**src/rtl/pcm_uart_tx_pkg.sv**
```systemverilog
// pcm_uart_tx_pkg: shared definitions for the PCM <-> UART frame paths.
//   state_e        : transmit sequencer states
//   BYTEn_LSB      : bit position of wire byte n inside a {L[15:0], R[15:0]} word
//   frame_byte()   : picks wire byte idx out of a 32-bit frame
// The playback receiver uses the same byte-order constants, so both
// directions share one wire format.
package pcm_uart_tx_pkg;

  typedef enum logic [2:0] {
    ST_IDLE,
    ST_WAIT_CTS,
    ST_SEND,
    ST_ARM,
    ST_DRAIN
  } state_e;

  localparam int FRAME_BYTES = 4;

  // Little-endian per channel, left channel first.
  localparam int BYTE0_LSB = 16;  // L low
  localparam int BYTE1_LSB = 24;  // L high
  localparam int BYTE2_LSB = 0;   // R low
  localparam int BYTE3_LSB = 8;   // R high

  function automatic logic [7:0] frame_byte(input logic [31:0] frame,
                                            input logic [1:0]  idx);
    logic [7:0] b;
    b = frame[BYTE0_LSB +: 8];
    case (idx)
      2'd0: b = frame[BYTE0_LSB +: 8];
      2'd1: b = frame[BYTE1_LSB +: 8];
      2'd2: b = frame[BYTE2_LSB +: 8];
      2'd3: b = frame[BYTE3_LSB +: 8];
    endcase
    return b;
  endfunction

endpackage

```
**src/rtl/pcm_uart_tx_sync_ff.sv**
```systemverilog
// sync_ff: STAGES-deep single-bit synchronizer for asynchronous pins.
//   clk_i  : destination clock
//   rst_ni : asynchronous active-low reset (all stages clear to 0)
//   d_i    : asynchronous input
//   q_o    : synchronized output, STAGES cycles of latency
module sync_ff #(
  parameter int STAGES = 2
) (
  input  logic clk_i,
  input  logic rst_ni,
  input  logic d_i,
  output logic q_o
);

  logic [STAGES-1:0] sync_q;

  always_ff @(posedge clk_i or negedge rst_ni) begin
    if (!rst_ni) sync_q <= '0;
    else         sync_q <= {sync_q[STAGES-2:0], d_i};
  end

  assign q_o = sync_q[STAGES-1];

endmodule

```
**src/rtl/pcm_uart_tx.sv**
```systemverilog
// pcm_uart_tx: serializes stereo 16-bit PCM words into four UART bytes.
//   clk, reset_n        : system clock, asynchronous active-low reset
//   in_data/valid/ready : one {L,R} word per handshake (ready only in IDLE)
//   host_cts            : asynchronous host flow control, sampled at frame start
//   tx_data, tx_start   : byte and one-cycle start pulse to the UART transmitter
//   tx_busy             : transmitter shifting
//   active              : frame in progress
//   frames_sent         : completed-frame counter, wraps silently
module pcm_uart_tx
  import pcm_uart_tx_pkg::*;
#(
  parameter int CTS_SYNC   = 2,
  parameter int COUNT_BITS = 16
) (
  input  logic                  clk,
  input  logic                  reset_n,
  input  logic [31:0]           in_data,
  input  logic                  in_valid,
  output logic                  in_ready,
  input  logic                  host_cts,
  output logic [7:0]            tx_data,
  output logic                  tx_start,
  input  logic                  tx_busy,
  output logic                  active,
  output logic [COUNT_BITS-1:0] frames_sent
);

  state_e                state_q, state_d;
  logic [1:0]            idx_q, idx_d;
  logic [31:0]           frame_q, frame_d;
  logic [7:0]            tx_data_q, tx_data_d;
  logic                  tx_start_q, tx_start_d;
  logic                  active_q, active_d;
  logic [COUNT_BITS-1:0] frames_q, frames_d;
  logic                  run_q;
  logic                  cts_sync;

  sync_ff #(.STAGES(CTS_SYNC)) u_cts_sync (
    .clk_i  (clk),
    .rst_ni (reset_n),
    .d_i    (host_cts),
    .q_o    (cts_sync)
  );

  // run_q keeps in_ready low while reset is held even though the state
  // register already sits in IDLE.
  assign in_ready = run_q && (state_q == ST_IDLE);

  always_comb begin
    state_d   = state_q;
    idx_d     = idx_q;
    frame_d   = frame_q;
    tx_data_d = tx_data_q;
    frames_d  = frames_q;
    case (state_q)
      ST_IDLE: begin
        if (in_valid && in_ready) begin
          frame_d = in_data;
          state_d = ST_WAIT_CTS;
        end
      end
      // CTS only gates frame start; once committed the frame always completes.
      ST_WAIT_CTS: begin
        if (cts_sync && !tx_busy) begin
          idx_d     = 2'd0;
          tx_data_d = frame_byte(frame_q, 2'd0);
          state_d   = ST_SEND;
        end
      end
      ST_SEND: state_d = ST_ARM;
      // Transmitter busy lags start by a cycle; skip one before watching it.
      ST_ARM:  state_d = ST_DRAIN;
      ST_DRAIN: begin
        if (!tx_busy) begin
          if (idx_q == 2'd3) begin
            frames_d = frames_q + COUNT_BITS'(1);
            state_d  = ST_IDLE;
          end else begin
            idx_d     = idx_q + 2'd1;
            tx_data_d = frame_byte(frame_q, idx_q + 2'd1);
            state_d   = ST_SEND;
          end
        end
      end
      default: state_d = ST_IDLE;
    endcase
    // Outputs are registered against the next state so they line up with it.
    tx_start_d = (state_d == ST_SEND);
    active_d   = (state_d != ST_IDLE);
  end

  always_ff @(posedge clk or negedge reset_n) begin
    if (!reset_n) begin
      state_q    <= ST_IDLE;
      idx_q      <= 2'd0;
      frame_q    <= '0;
      tx_data_q  <= '0;
      tx_start_q <= 1'b0;
      active_q   <= 1'b0;
      frames_q   <= '0;
      run_q      <= 1'b0;
    end else begin
      state_q    <= state_d;
      idx_q      <= idx_d;
      frame_q    <= frame_d;
      tx_data_q  <= tx_data_d;
      tx_start_q <= tx_start_d;
      active_q   <= active_d;
      frames_q   <= frames_d;
      run_q      <= 1'b1;
    end
  end

  assign tx_data     = tx_data_q;
  assign tx_start    = tx_start_q;
  assign active      = active_q;
  assign frames_sent = frames_q;

endmodule

```
**config.mk**
```make
export PLATFORM = sky130hd
export DESIGN_NAME = pcm_uart_tx
export DESIGN_NICKNAME = d
export VERILOG_FILES = /design/src/rtl/pcm_uart_tx_pkg.sv /design/src/rtl/pcm_uart_tx_sync_ff.sv /design/src/rtl/pcm_uart_tx.sv
export SDC_FILE = /design/constraint.sdc
export NUM_CORES = 1
export LEC_CHECK = 0
export BUFFER_PORTS_ARGS = -buffer_cell sky130_fd_sc_hd__clkbuf_2
export CAP_MARGIN = 20
export CORE_MARGIN = 1.5
export CORE_UTILIZATION = 53
export CTS_CLUSTER_DIAMETER = 60
export CTS_CLUSTER_SIZE = 20
export DETAILED_ROUTE_END_ITERATION = 12
export PLACE_DENSITY = 0.77
export SETUP_SLACK_MARGIN = 0.4
export SLEW_MARGIN = 10
export SYNTH_ARGS = -nofsm -noshare
export SYNTH_HDL_FRONTEND = slang
export SYNTH_SLANG_ARGS = --single-unit
```
**constraint.sdc**
```tcl
create_clock -name clk -period 2.15 [get_ports clk]
set_input_delay 0.3225 -clock clk [delete_from_list [all_inputs] [get_ports clk]]
set_output_delay 0.3225 -clock clk [all_outputs]
set_load 0.01 [all_outputs]
```
* Yosys cells after proc, flatten, opt, wreduce, memory -nomap -nowiden
Index checks and enable logic that the tools add are counted.
Storage, ports and cells: bits in registers 66, output and inout bits 27, logic and storage cells 49, input bits 37
Cells by class: reductions and logical operators 11, bitwise logic cells 1, add/sub/neg operators 2, muxes and demuxes 14, equality and inequality tests 12
Operators by type and width (count):
- case mux 8 bit (4 select lines) | 1
- two-way mux 8 bit | 3
- adder 16 x 1 -> 16 bit, second input constant | 1
- case mux 8 bit (2 select lines) | 1
- case mux 3 bit (5 select lines) | 1
- == test 3 x 2 -> 1 bit, second input constant | 3
- two-way mux 3 bit | 3
- two-way mux 2 bit | 4
- == test 2 bit, second input constant | 3
- != test 2 bit, second input constant | 3
- case mux 2 bit (2 select lines) | 1
- AND reduction 4 bit | 1
- == test 3 x 1 -> 1 bit, second input constant | 1
- == test 3 bit, second input constant | 1
- logical AND 1 bit | 3
- logical NOT 3 bit | 1
- AND reduction 3 bit | 1
- nonzero test 3 bit | 1
- adder 2 x 1 -> 2 bit, second input constant | 1
- == test 2 x 1 -> 1 bit, second input constant | 1
- logical NOT 2 bit | 1
- AND reduction 2 bit | 1
- nonzero test 2 bit | 1
- logical NOT 1 bit | 1
- inverter 1 bit | 1

* Longest topological paths before layout
Gate-level depths: netlist of the first run.
depth in word-level cells 6, gate-level depth with buffers 6, mapped depth without buffers 5

* Cells and area by module
From an unflattened synthesis of the first run, not the netlist that was laid out.
Second synthesis, totals: cell total of the unflattened synthesis 223, area total of the unflattened synthesis 2830.2 um^2
By module, submodules not included:
- pcm_uart_tx | cells an instance 221, seq. area each 1601.5 um^2, times used 1, area each 2780.2 um^2
- sync_ff | cells an instance 2, seq. area each 50.0 um^2, times used 1, area each 50.0 um^2

* Least setup slack after synthesis of the first run
Ideal clock, no wire load.
path kind register to register, start register state_q[1], end register frame_q[10], setup slack 0.254 ns, arrival 1.771 ns, stages on the path, launching flop included 6, buffers on the path 2, required time 2.025 ns, setup time 0.125 ns, clock period less this slack 1.896 ns, cells stage by stage dfrtp_1 buf_2 nor4b_1 nand2_1 buf_2 mux2_2
On the way: word-level cells in the longest chain between the ends 4
Ends and longest elaborated chain:
- start, declared | RTL line pcm_uart_tx.sv:28 | state_e state_q, state_d;
- start signal, assigned | RTL line pcm_uart_tx.sv:103 | state_q <= state_d;
- logical NOT 3 bit | RTL line pcm_uart_tx.sv:47 | assign in_ready = run_q && (state_q == ST_IDLE);
- logical AND 1 bit | RTL line pcm_uart_tx.sv:47
- named net in_ready | RTL line pcm_uart_tx.sv:19 | output logic in_ready,
- logical AND 1 bit | RTL line pcm_uart_tx.sv:57 | if (in_valid && in_ready) begin
- AND reduction 2 bit (no line)
- end signal, assigned | RTL line pcm_uart_tx.sv:105 | frame_q <= frame_d;
- end, declared | RTL line pcm_uart_tx.sv:30 | logic [31:0] frame_q, frame_d;
The timed path passes the listed nets, and every way through them passes these cells. A chain may end at the register's enable or synchronous reset.

* Final worst setup path of the first run
start register state_q[0], end register tx_data_q[7] (netlist: tx_data[7])
On the way: word-level cells in the longest chain between the ends 3, elaborated cells between the ends (all ways) 8, those cells by class 5 x eq/ne; 1 x mux; 2 x reduce/logical
Ends and longest elaborated chain:
- == test 3 bit / == test 3 x 1 -> 1 bit (equally long branches) | RTL line pcm_uart_tx.sv:55 | case (state_q)
- != test 2 bit (no line) / nonzero test 2 bit (equally long branches)
- AND reduction 4 bit (no line)
- end signal, assigned | RTL line pcm_uart_tx.sv:106 | tx_data_q <= tx_data_d;
- end, declared | RTL line pcm_uart_tx.sv:31 | logic [7:0] tx_data_q, tx_data_d;
Parallel ways exist; a longest one is shown, timed or not.

==> results of run 1 <==
power groups by stage:
stage | Combinational, mW | Sequential [mW] | Clock (mW)
after floorplan | 0.924 | 1.93 | 0
after global placement | 1.24 | 1.97 | 0
after detailed placement | 1.28 | 2.01 | 0
after CTS | 1.29 | 1.99 | 1.07
after global routing | 1.51 | 2.04 | 1.13
final | 1.35 | 1.99 | 1.06
layout by cell type (no fill, tap or decap), types with 3 or more instances in the layout:
master	Yosys	final
buf_4	0	10
nand3_1	7	7
a222oi_1	8	8
dfrtp_2	0	3
inv_1	7	7
nor2_1	12	12
xnor2_1	5	5
ha_2	0	3
clkbuf_8	0	12
xor2_1	10	10
nor3_1	4	4
dfrtp_1	66	63
nand4_1	3	3
and2_1	8	8
mux2_2	33	33
o21ai_0	3	3
clkbuf_2	0	62
ha_1	6	3
o31ai_1	10	10
nand2_1	16	16
cells by family (layout without fill, tap and decap cells):
logic type               Yosys count  in the layout  share of synthesized area [%]
multiplexers                      33             33                          12.92
adder cells (fa/ha/maj)            6              6                          2.611
flip-flops                        66             66                          57.44
XOR/XNOR                          15             15                          4.569
other                              1              1                         0.1304
AO/OA/AOI/OAI                     25             25                          6.701
AND/OR/NAND/NOR                   68             68                          13.14
buffers and inverters             17             96                          2.480
metal layers:
metal  part of all wire [%]  routed length (um)  up-vias  global-route usage (%)
met5                      0                   0        -                       0
met4                    1.4                  78        0                   12.22
met3                    4.1                 235        6                   3.929
met2                     48                2732       52                   31.07
met1                     47                2701      991                   30.57
li1                       -                   -      981                       -
stage by stage:
stage | setup WS (ps) | instances
global placement | 402.4 | 358
floorplan | 467.8 | 231
finish | 479.1 | 380
CTS | 415.8 | 375
detailed placement | 276.9 | 358
global route | 388.6 | 380
layout make-up:
type	count	area, um^2
Timing Repair Buffer	74	410.4
Tap cell	70	87.58
Clock inverter	2	35.03
Sequential cell	66	1655
Fill cell	371	1598
Multi-Input combinational cell	148	1191
Clock buffer	13	168.9
Inverter	7	26.28
how the worst max path moves through the flow:
stage,startpoint,endpoint,slack [ps],cells after the start
finish,state_q[0]$_DFF_PN0_,tx_data[7]$_DFFE_PN0P_,480,5
detailed placement,state_q[1]$_DFF_PN0_,frames_sent[14]$_DFFE_PN0P_,280,4
CTS,state_q[1]$_DFF_PN0_,tx_data[7]$_DFFE_PN0P_,420,5
global route,state_q[0]$_DFF_PN0_,frames_sent[15]$_DFFE_PN0P_,390,5
floorplan,state_q[1]$_DFF_PN0_,frame_q[10]$_DFFE_PN0P_,470,5
global placement,state_q[1]$_DFF_PN0_,frames_sent[14]$_DFFE_PN0P_,400,4
state kept, by name, summed over array words and instances, names as in the netlist:
register	flops
frame_q	32
frames_sent	16
tx_data	8
state_q	3
idx_q	2
u_cts_sync.sync_q	2
active	1
run_q	1
tx_start	1
repair_timing:
item                                    CTS  global route
buffers inserted                          2             5
endpoints found under the setup margin    6            17
gates cloned                              0             0
resized for setup                         3             7
hold endpoints to repair                  0             0
hold buffers                              0             0
pin swaps                                 1             3
==> metrics, run 1 <==
status complete, but fails checks; failing checks negative hold slack; IO Port Bufs 63; top cells by area, synth dfrtp_1, mux2_2, xor2_1; post-synthesis sequential area ratio 57.44%; Arr. time, crit path 1900 ps; worst-skew pair later-pin latency 340 ps; via count 2030; share of power burned in combinational logic 30.7%; Worst path top cell family by delay simple AND/OR/NAND/NOR gates; Critical Path RT 2380 ps; Area Growth Syn to Fin 24.33%; clk sinks 66; initial antenna violation count 0; YS warnings 0; Clock Tree Buf Depth 2; wirelength, routed 5.747 mm; r2r worst-path depth 5; worst-path cell chain or3b_2 -> nor2_2 -> buf_4 -> nor2_1 -> o31ai_1; fin area 0.003575 mm^2; Synth top area share 57.44%; post-synth cell types 33; kind of critical path flip-flop to flip-flop; ys async rst share 100.0%; slowest cell delay on critical path 500 ps; Die Span Y 76.66 um; Worst setup EP type flip-flop; Synth Area per Inst 12.45 um^2; Hold WC Path Type primary input to asynchronous set/reset pin; worst r2r src state_q[0]$_DFF_PN0_; Post-synth top flop dfrtp_1; Final Max Tran Viols 0; Post-synth EDFFs 0; Pwr Total 4.394 mW; die area 0.005876 mm^2; largest net degree at the start of global routing 67; syn nets 274; #FFs+latches synth 66; Fmax 0.5985 GHz; die width 76.66 um; drt pass-1 iters 7; switching power 1.358 mW; cell internal pwr 3.036 mW; crit share post-route 77.71%; switch share 30.91%; top-count cell post-synth dfrtp_1; Post-DRT Antenna Nets 0; mapped cell area 0.002875 mm^2; list of most frequent post-synthesis cells dfrtp_1, mux2_2, nand2_1; PD cells 1229 mW/mm^2; CP Launch Type flip-flop; CTS H-tree depth 3; wire per inst 15.12 um; IO Pins 64; Iter 0 DRT Violations 162; grt ovf 0; Num CTS Buffers 9; post-placement cell area 0.003282 mm^2; final core utilization 69.11%; Vias per Instance 5.342; Total Routing Usage GR 21.50%; clock network power share 24.1%; Worst Path Buf+Inv 1; endpoints failing hold 7; worst clock skew 10.21 ps; first-pass GRT wire length 9.729 mm; RSZ-0062 raised after global routing false; Max-Cap Viols 0; Min Hold Slack -11.43 ps; layout cell share with drive strength beyond 1 43.55%; final setup vio count 0; Leakage 1.748 nW; Worst R2R End tx_data[7]$_DFFE_PN0P_; ANT cells 0; # DRC 0; core area 0.005172 mm^2; Reg2Reg Setup Slack 480 ps; Initial Util 55.59%; Nets 349; vias in the first global route 1981; TNS Setup 0 ps; post-route minimum period 1671 ps; dpl hpwl 3.942 mm; sequential power share 45.2%; Crit-path slowest cell or3b_2; Max FO, Critical Path 16; CTS tree yes; row count 26; clock root buffer clkbuf_8; final RePlAce weighted congestion 0.7888; VDD IR max 704.0 uV; clock transition at the registers of the reported paths 70 ps; top cell type by total area after synthesis dfrtp_1; Syn Inst Count 231
Power figures use the tool's default switching activity.
==> inputs of run 2 (changes only) <==
Settings changed: CORE_UTILIZATION 53 to 48, PLACE_DENSITY 0.77 to 0.74.
Clock period 2.15 ns to 1.4 ns, I/O delays scaled along.
==> run 2 against run 1 <==
  * The flow finishes with violations (negative setup slack)
  * Hold slack better by 110 ps
  * Total power up 85%
  * Critical path depth up 1
  * Register-to-register slack worse by 760 ps
  * Clock skew down 1.6 ps
  * Critical path type unchanged
  * Sequential power up 54%
  * Largest cell class unchanged
  * Count of clock-buffer cells in the layout down 2
  * Non-clock buffer count up 54
  * Clock power up 71%
  * Sequential cell count unchanged
  * Combinational power up 140%
  * Setup slack worse by 760 ps
==> metrics, run 2 (synthesis results as in run 1) <==
status complete, but fails checks; failing checks negative setup slack; Die Span Y 80.40 um (+4.9%); clk sinks 66 (unchanged); via count 2407 (+19%); layout cell share with drive strength beyond 1 60.00% (+16 points); clock root buffer clkbuf_8; Critical Path RT 1640 ps (-740 ps); Hold WC Path Type primary input to flip-flop; Max FO, Critical Path 6 (-10); post-route minimum period 1679 ps (+8.524 ps); IO Port Bufs 63 (unchanged); die width 80.40 um (+4.9%); Nets 403 (+15%); Initial Util 49.14% (-6.4 points); PD cells 1814 mW/mm^2 (+48%); Post-DRT Antenna Nets 0 (unchanged); commonest non-fill, non-tap cells in the layout dfrtp_1, clkbuf_2, buf_4; worst clock skew 8.591 ps (-1.614 ps); post-placement cell area 0.003537 mm^2 (+7.8%); largest net degree at the start of global routing 67 (unchanged); final setup vio count 60 (+60); met1 Resource Use GR 28.51% (-2.1 points); Final Max Tran Viols 0 (unchanged); ANT cells 0 (unchanged); VDD IR max 948.6 uV (+35%); initial antenna violation count 0 (unchanged); Worst Slack Setup Final -279.4 ps (-758.5 ps); Worst setup EP type flip-flop; Num CTS Buffers 9 (unchanged); Fmax 0.5955 GHz (-0.51%); wire per inst 18.51 um (+22%); met3 track demand over resource 3.750% (-0.18 points); wirelength, routed 8.145 mm (+42%); max FFs per register 32 (unchanged); Vias per Instance 5.470 (+2.4%); TNS Setup -10050 ps (-10050 ps); IO Pins 64 (unchanged); fillcell total 336 (-9.4%); Leakage 2.259 nW (+29%); vias in the first global route 2296 (+16%); die area 0.006463 mm^2 (+10%); RSZ-0062 raised after global routing true; worst-skew pair later-pin latency 340 ps (about the same); Total Routing Usage GR 22.51% (+1.0 points); Top reg by flops frame_q; endpoints failing hold 0 (-7); Arr. time, crit path 1920 ps (+20 ps); row count 28 (+7.7%); dpl hpwl 4.207 mm (+6.7%); kind of critical path flip-flop to flip-flop; storage element area 0.001657 mm^2 (about the same); CTS H-tree depth 3 (unchanged); final RePlAce weighted congestion 0.7822 (-0.84%); leading cell type in the layout, fill and taps excluded dfrtp_1; drt pass-1 iters 6 (-1); met2 usage 37.14% (+6.1 points); clock transition at the registers of the reported paths 80 ps (about the same); Iter 0 DRT Violations 142 (-12%); Area Growth Syn to Fin 56.18%; first-pass GRT wire length 10.89 mm (+12%); grt ovf 0 (unchanged); Clock Tree Buf Depth 2 (unchanged); Min Hold Slack 94.08 ps (+105.5 ps); area of the multi-input gates 0.001464 mm^2 (+23%); Setup WS pre-CTS -285.7 ps (-562.6 ps); CTS tree yes; core area 0.005851 mm^2 (+13%); fin area 0.004491 mm^2 (+26%); Max-Cap Viols 0 (unchanged); # DRC 0 (unchanged); CP Launch Type flip-flop; GRT Max-Usage Layer met2; crit share post-route 120.0% (+42 points)
==> run 2: cell types whose count changed in the layout (fill, tap and decap cells not counted), moves of 4 or more <==
| cell | previous run | this run |
|---|---|---|
| buf_2 | 1 | 19 |
| buf_4 | 10 | 35 |
| buf_6 | 0 | 30 |
| clkbuf_2 | 62 | 36 |
| ha_4 | 0 | 4 |
| nor2_1 | 12 | 8 |
| nor2_4 | 0 | 4 |
| nor3_1 | 4 | 0 |
| nor3_4 | 0 | 4 |
| o31ai_1 | 10 | 5 |
==> run 2: final timing paths <==
| kind | endpoint | cells after the start | slack (ps) | from |
|---|---|---|---|---|
| worst max-delay path | tx_data[7]$_DFFE_PN0P_ | 6 | -280 | state_q[0]$_DFF_PN0_ |
| max in group asynchronous | frames_sent[5]$_DFFE_PN0P_ | 3 | 650 | reset_n |
| worst max register to register | tx_data[7]$_DFFE_PN0P_ | 6 | -280 | state_q[0]$_DFF_PN0_ |
| worst min-delay path | frame_q[11]$_DFFE_PN0P_ | 2 | 90 | in_data[11] |
| worst min register to register | u_cts_sync.sync_q[1]$_DFF_PN0_ | 0 | 350 | u_cts_sync.sync_q[0]$_DFF_PN0_ |
| min in group asynchronous | tx_data[4]$_DFFE_PN0P_ | 3 | 400 | reset_n |
==> run 2: worst max-delay path, stage by stage (launching register included) <==
cell and delay [ps]:
dfrtp_1 430, buf_4 170, or3b_4 400, nor2_4 140, buf_6 140, nor2_1 50, o31ai_1 250
==> run 2: report_power, final <==
group	switching (mW)	leakage [nW]	total [mW]	internal, mW
registers	0.474	0.818	3.07	2.59
logic	1.42	1.33	3.26	1.84
clock network	0.765	0.109	1.81	1.05
total	2.66	2.26	8.14	5.48
==> run 2: area by class of cell <==
class / count / share of cell area [%]
Clock inverter: 5 / 1.727
Clock buffer: 11 / 3.149
Multi-Input combinational cell: 148 / 32.60
Timing Repair Buffer: 128 / 22.90
Tap cell: 75 / 2.090
Sequential cell: 66 / 36.89
Inverter: 7 / 0.6408
==> run 2: repair_timing <==
action                                  in CTS  in global routing
hold buffers                                 2                  0
pin swaps                                   23                 16
cloned                                       1                  3
gates resized for setup                     58                 52
endpoints found under the setup margin      90                 90
endpoints found under the hold margin       67                  0
buffers inserted                            19                 15
==> run 2: per-layer routing <==
layer | share of wire, % | vias to the layer above
li1 | - | 1075
met1 | 40 | 1239
met2 | 54 | 76
met3 | 3.7 | 17
met4 | 2.3 | 0
met5 | 0 | -
==> run 2: metrics by stage <==
stage | total power [mW] | util [%] | instances
finish | 8.145 | 76.75 | 440
global route | 8.545 | 76.75 | 440
CTS | 7.610 | 71.96 | 422
detailed placement | 5.351 | 60.46 | 384
global placement | 5.229 | 60.46 | 384
floorplan | 4.523 | - | 231
